--- config.mk ---
export PLATFORM = sky130hd
export DESIGN_NAME = ifetch_prefetch_unit
export DESIGN_NICKNAME = d
export VERILOG_FILES = /design/src/rtl/rv32i_pkg.sv /design/src/rtl/ifetch_fifo.sv /design/src/rtl/ifetch_prefetch_unit.sv
export SDC_FILE = /design/constraint.sdc
export NUM_CORES = 1
export LEC_CHECK = 0
export BUFFER_PORTS_ARGS = -buffer_cell sky130_fd_sc_hd__buf_2
export CAP_MARGIN = 20
export CORE_MARGIN = 2
export CORE_UTILIZATION = 35
export CTS_CLUSTER_DIAMETER = 120
export DETAILED_ROUTE_END_ITERATION = 16
export SETUP_SLACK_MARGIN = 0.1
export SLEW_MARGIN = 30
export SYNTH_ARGS = -nofsm -noshare
export SYNTH_HDL_FRONTEND = slang
export SYNTH_SLANG_ARGS = --single-unit
--- constraint.sdc ---
create_clock -name CLK -period 8.21 [get_ports CLK]
set_input_delay 0.4105 -clock CLK [delete_from_list [all_inputs] [get_ports CLK]]
set_output_delay 0.4105 -clock CLK [all_outputs]
set_load 0.05 [all_outputs]
--- src/rtl/rv32i_pkg.sv ---
// Shared RV32I front-end definitions: the NOP filler word, instruction size
// and the fetch controller state encoding.
package rv32i_pkg;
  localparam logic [31:0] NOP_INSTR   = 32'h0000_0013;
  localparam int          INSTR_BYTES = 4;

  typedef enum logic {
    IDLE  = 1'b0,
    FETCH = 1'b1
  } fetch_state_e;
endpackage

--- src/rtl/ifetch_fifo.sv ---
// DEPTH-entry FIFO holding {instruction, pc} pairs; synchronous clear wins over
// push and pop, and push while full is accepted only together with a pop.
module ifetch_fifo #(
  parameter int DEPTH = 4,
  parameter int W     = 64
) (
  input  logic                     clk,
  input  logic                     rst,
  input  logic                     clr,
  input  logic                     push,
  input  logic                     pop,
  input  logic [W-1:0]             wdata,
  output logic [W-1:0]             rdata,
  output logic                     full,
  output logic                     empty,
  output logic [$clog2(DEPTH):0]   count
);
  localparam int AW = $clog2(DEPTH);

  logic [W-1:0]  mem_q [DEPTH];
  logic [AW-1:0] wr_ptr_q, wr_ptr_d;
  logic [AW-1:0] rd_ptr_q, rd_ptr_d;
  logic [AW:0]   count_q, count_d;
  logic          do_push, do_pop;

  assign full  = (count_q == (AW+1)'(DEPTH));
  assign empty = (count_q == '0);
  assign count = count_q;
  assign rdata = mem_q[rd_ptr_q];

  always_comb begin
    do_pop   = pop && !empty;
    do_push  = push && (!full || do_pop);
    wr_ptr_d = wr_ptr_q;
    rd_ptr_d = rd_ptr_q;
    count_d  = count_q;
    if (clr) begin
      wr_ptr_d = '0;
      rd_ptr_d = '0;
      count_d  = '0;
    end else begin
      if (do_push) wr_ptr_d = wr_ptr_q + AW'(1);
      if (do_pop)  rd_ptr_d = rd_ptr_q + AW'(1);
      count_d = count_q + (AW+1)'(do_push) - (AW+1)'(do_pop);
    end
  end

  always_ff @(posedge clk or posedge rst) begin
    if (rst) begin
      wr_ptr_q <= '0;
      rd_ptr_q <= '0;
      count_q  <= '0;
    end else begin
      wr_ptr_q <= wr_ptr_d;
      rd_ptr_q <= rd_ptr_d;
      count_q  <= count_d;
    end
  end

  // Storage needs no reset: entries are only visible through count_q.
  always_ff @(posedge clk) begin
    if (do_push && !clr) mem_q[wr_ptr_q] <= wdata;
  end
endmodule

--- src/rtl/ifetch_prefetch_unit.sv ---
// Sequential instruction prefetcher: issues in-order memory requests, buffers
// responses for decode, and flushes/kills stale traffic on a redirect.
module ifetch_prefetch_unit
  import rv32i_pkg::*;
#(
  parameter int              XLEN     = 32,
  parameter int              DEPTH    = 4,
  parameter logic [XLEN-1:0] RESET_PC = '0
) (
  input  logic            CLK,
  input  logic            rst,
  input  logic            EN_PC,
  input  logic            Redirect,
  input  logic [XLEN-1:0] Redirect_Addr,
  output logic            Mem_Req,
  output logic [XLEN-1:0] Mem_Addr,
  input  logic            Mem_Gnt,
  input  logic            Mem_Rvalid,
  input  logic [31:0]     Mem_Rdata,
  output logic            Instr_Valid,
  output logic [31:0]     Instr_O,
  output logic [XLEN-1:0] PC_O,
  input  logic            Instr_Ready,
  output fetch_state_e    dbg_state
);
  localparam int              CW   = $clog2(DEPTH) + 1;
  localparam int              FW   = 32 + XLEN;
  localparam logic [XLEN-1:0] STEP = XLEN'(INSTR_BYTES);

  fetch_state_e    state_q, state_d;
  logic [XLEN-1:0] addr_q, addr_d;
  logic [XLEN-1:0] resp_pc_q, resp_pc_d;
  logic [CW-1:0]   out_q, out_d;
  logic [CW-1:0]   kill_q, kill_d;

  logic            fifo_push, fifo_pop, fifo_clr;
  logic            fifo_full, fifo_empty;
  logic [CW-1:0]   fifo_count;
  logic [FW-1:0]   fifo_head;
  logic            granted, hold;
  logic [XLEN-1:0] target;

  // Request is derived from registered counts only; since a push trades one
  // outstanding for one FIFO entry, it cannot drop while waiting for a grant.
  assign Mem_Req     = (state_q == FETCH) &&
                       ((int'(out_q) + int'(fifo_count)) < DEPTH);
  assign Mem_Addr    = addr_q;
  assign granted     = Mem_Req && Mem_Gnt;
  assign target      = Redirect_Addr & ~XLEN'(3);
  assign Instr_Valid = !fifo_empty;
  assign Instr_O     = fifo_empty ? NOP_INSTR : fifo_head[FW-1:XLEN];
  assign PC_O        = fifo_empty ? '0 : fifo_head[XLEN-1:0];
  assign dbg_state   = state_q;

  always_comb begin
    state_d   = state_q;
    addr_d    = addr_q;
    resp_pc_d = resp_pc_q;
    kill_d    = kill_q;
    fifo_push = 1'b0;
    fifo_pop  = 1'b0;
    fifo_clr  = 1'b0;
    hold      = Mem_Req && !Mem_Gnt && !Redirect;

    case (state_q)
      IDLE:    if (EN_PC) state_d = FETCH;
      FETCH:   if (!EN_PC && !hold) state_d = IDLE;
      default: state_d = IDLE;
    endcase

    out_d = out_q + CW'(granted) - CW'(Mem_Rvalid);
    if (granted) addr_d = addr_q + STEP;

    if (Redirect && state_q == FETCH) begin
      // Everything still in flight after this cycle is stale.
      fifo_clr = 1'b1;
      kill_d   = out_d;
    end else begin
      fifo_pop = Instr_Valid && Instr_Ready;
      if (Mem_Rvalid) begin
        if (kill_q != '0) begin
          kill_d = kill_q - CW'(1);
        end else begin
          fifo_push = !fifo_full || fifo_pop;
          resp_pc_d = resp_pc_q + STEP;
        end
      end
    end

    if (Redirect) begin
      addr_d    = target;
      resp_pc_d = target;
    end
  end

  always_ff @(posedge CLK or posedge rst) begin
    if (rst) begin
      state_q   <= IDLE;
      addr_q    <= RESET_PC;
      resp_pc_q <= RESET_PC;
      out_q     <= '0;
      kill_q    <= '0;
    end else begin
      state_q   <= state_d;
      addr_q    <= addr_d;
      resp_pc_q <= resp_pc_d;
      out_q     <= out_d;
      kill_q    <= kill_d;
    end
  end

  ifetch_fifo #(
    .DEPTH (DEPTH),
    .W     (FW)
  ) u_fifo (
    .clk   (CLK),
    .rst   (rst),
    .clr   (fifo_clr),
    .push  (fifo_push),
    .pop   (fifo_pop),
    .wdata ({Mem_Rdata, resp_pc_q}),
    .rdata (fifo_head),
    .full  (fifo_full),
    .empty (fifo_empty),
    .count (fifo_count)
  );
endmodule

==> out/metrics.yaml <==
ir_drop_v: 0.000147
ys_async_sr_fraction_pct: 23.0
grt_max_degree: 76
synth.most_common_cell: "edfxtp_1"
finClkSkew_ns: 0.0190
die_h_um: 204
cp-end-kind: "output pin"
antenna_found_initial: 2
grt_pass1_vias: 8501
htreeDepth: 2
worstMarginPinSlew_ns: 0.904
fp.dieW_um: 204
finalSetupViolations: 0
grt_usage_pct: 15.4
whs_ns: 0.0666
drt_first_pass_iters: 4
ys_seq_area_share_pct: 66.1
synth_cells: 912
drtIter0Drc: 488
yosysTopAreaCellShare_pct: 52.9
critPathLaunch: "u_fifo.rd_ptr_q[0]"
syn_area_mm2: 0.0141
cp_max_fo: 39
synth_edf_count: 248
worst-setup-path-type: "reg2out"
reg2reg_slack_ns: 4.61
finalWirelength_um: 32000
min_period_over_period_pct: 44.0
drive_gt1_share_pct: 29.7
hold_violations: 0
maxCapViolCount: 0
r2r_cells: 6
critPathArrivalTime_ns: 3.20
initial_core_util_pct: 35.4
worstReg2RegEnd: "u_fifo.mem_q[2][60]"
startpoint_type: "flip-flop"
finalSetupTns_ns: 0
hpwl_um: 19900
grt.overflow.total: 0
routed-via-count: 8482
endpoint: "Instr_O[1]"
power.density_mw_per_mm2: 335
ys.flop_type: "edfxtp_1"
slew_headroom_pct: 39.7
num_rows: 73
cts_sinks: 322
grt_pass1_wl_um: 49400
cts_tree: "yes"
synth.distinct_cells: 58
min_period_ns: 3.61
cts_setup_buffers: 0
synth_area_per_cell_um2: 15.4
cts_made_buffers: 36
wl_per_cell_um: 19.7
areaGrowthSynthToFinish_pct: 17.8
cts_resized: 0
post_drt_via_cell_ratio: 5.22
cts_max_path_buffers: 3
antenna_cells: 0
post-route-drc-count: 0
clk_pin_slew_ns: 0.06
synth_warnings: 0
io_buffers: 163
reg2reg_from: "kill_q[0]"
fin_util_pct: 41.7
cts-root-buf: "clkbuf_16"
leakage_nw: 5.91
ctsHoldBuffers: 0
rsz0062_at_grt: "no"
hp-class: "in2async"
clock_latency_ns: 0.54
status: "completed"
synth.top_cells.by_count: "edfxtp_1 (248), dfrtp_1 (74), and2_1 (69)"
maxSlewViolCount: 0
dieArea_mm2: 0.0418
core-area_mm2: 0.0397
place.gp.congestion: 0.811
synth_top_area_cell: "edfxtp_1"
synth-seq-cells: 322
nNetsFinal: 1160
worstPathRequired_ns: 7.80
fmax_mhz: 277
synth.area.top_cells: "edfxtp_1 (53%), dfrtp_1 (13%), mux4_2 (9.9%)"
ant_nets: 0
ioPinCount: 170
==> power breakdown <==
part	internal, mW	switching [mW]
clock	0.934	0.634
combinational	0.615	1.33
sequential	1.90	0.148
total	3.45	2.11
==> stage by stage <==
step	cells	area, um2	power, mW	setup slack [ns]
final	1624	16600	5.56	4.60
after global placement	1559	15400	4.04	4.63
after CTS	1623	16600	5.65	4.45
after floorplan	915	14100	3.57	4.86
after global routing	1624	16600	5.85	4.28
after detailed placement	1559	15400	4.06	4.50
==> routing by layer <==
metal  global-route usage [%]  share of wire [%]  vias to the layer above
met5                        0              0.041                        -
met1                     21.6                 46                     4255
met4                     4.32                2.1                        2
li1                         -                  -                     3901
met3                     3.69                6.1                       50
met2                     24.0                 46                      274
==> flip-flops by register name, indices dropped and copies added, names as in the netlist <==
register and cells:
Mem_Addr 30, dbg_state 1, kill_q 3, out_q 3
resp_pc_q 30, u_fifo.count 3, u_fifo.mem_q 248, u_fifo.rd_ptr_q 2
u_fifo.wr_ptr_q 2
==> logic make-up (layout without fill, tap and decap cells) <==
kind of cell,Yosys count,after routing,share of synthesized area [%]
adders and majority gates,16,16,1.53
muxes,72,72,10.7
and+or+nand+nor,299,299,12.3
DFF,322,322,66.1
other,1,4,0.0267
buffers and inverters,78,262,2.36
AOI/OAI and AO/OA,100,100,5.48
xor gates and xnor gates,24,24,1.49
==> area by class of cell <==
cell class,instances,area (um2)
inverter,23,86.3
sequential,322,9300
tap,525,657
timing repair buffer,175,926
clock buffer,46,970
clock inverter,18,181
fill,3602,23200
multi-input combinational,515,4450
==> critical path: stages (launching register included) <==
cell	delay, ns
dfrtp_4	0.78
buf_4	0.75
mux4_2	0.60
or2_2	0.30
buf_2	0.22
==> worst min path at each step <==
stage / slack, ns / depth (start not counted) / to / from
5_1_grt: 0.03 / 2 / dbg_state / EN_PC
4_1_cts: 0.03 / 2 / dbg_state / EN_PC
3_3_place_gp: 0.54 / 1 / out_q[0] / out_q[0]
2_1_floorplan: 0.47 / 0 / u_fifo.mem_q[0][18] / resp_pc_q[18]
3_5_place_dp: 0.56 / 1 / out_q[0] / out_q[0]
6_report: 0.07 / 3 / dbg_state / rst
==> placed cells by master (no fill, tap or decap), types with 9 or more instances in the layout <==
cell type	count
edfxtp_1	248
buf_2	163
dfrtp_1	72
and2_1	65
mux4_2	62
nor2_1	52
clkbuf_16	37
nand3_1	25
nor3_1	25
nand2_1	25
a211oi_1	22
nor4_1	22
and4_1	21
inv_1	20
nand4_1	19
xnor2_1	18
ha_1	14
a21oi_1	12
and3_1	11
o21ai_0	11
a211oi_2	10
buf_4	9
No activity file was read; power rests on OpenSTA's default activity.
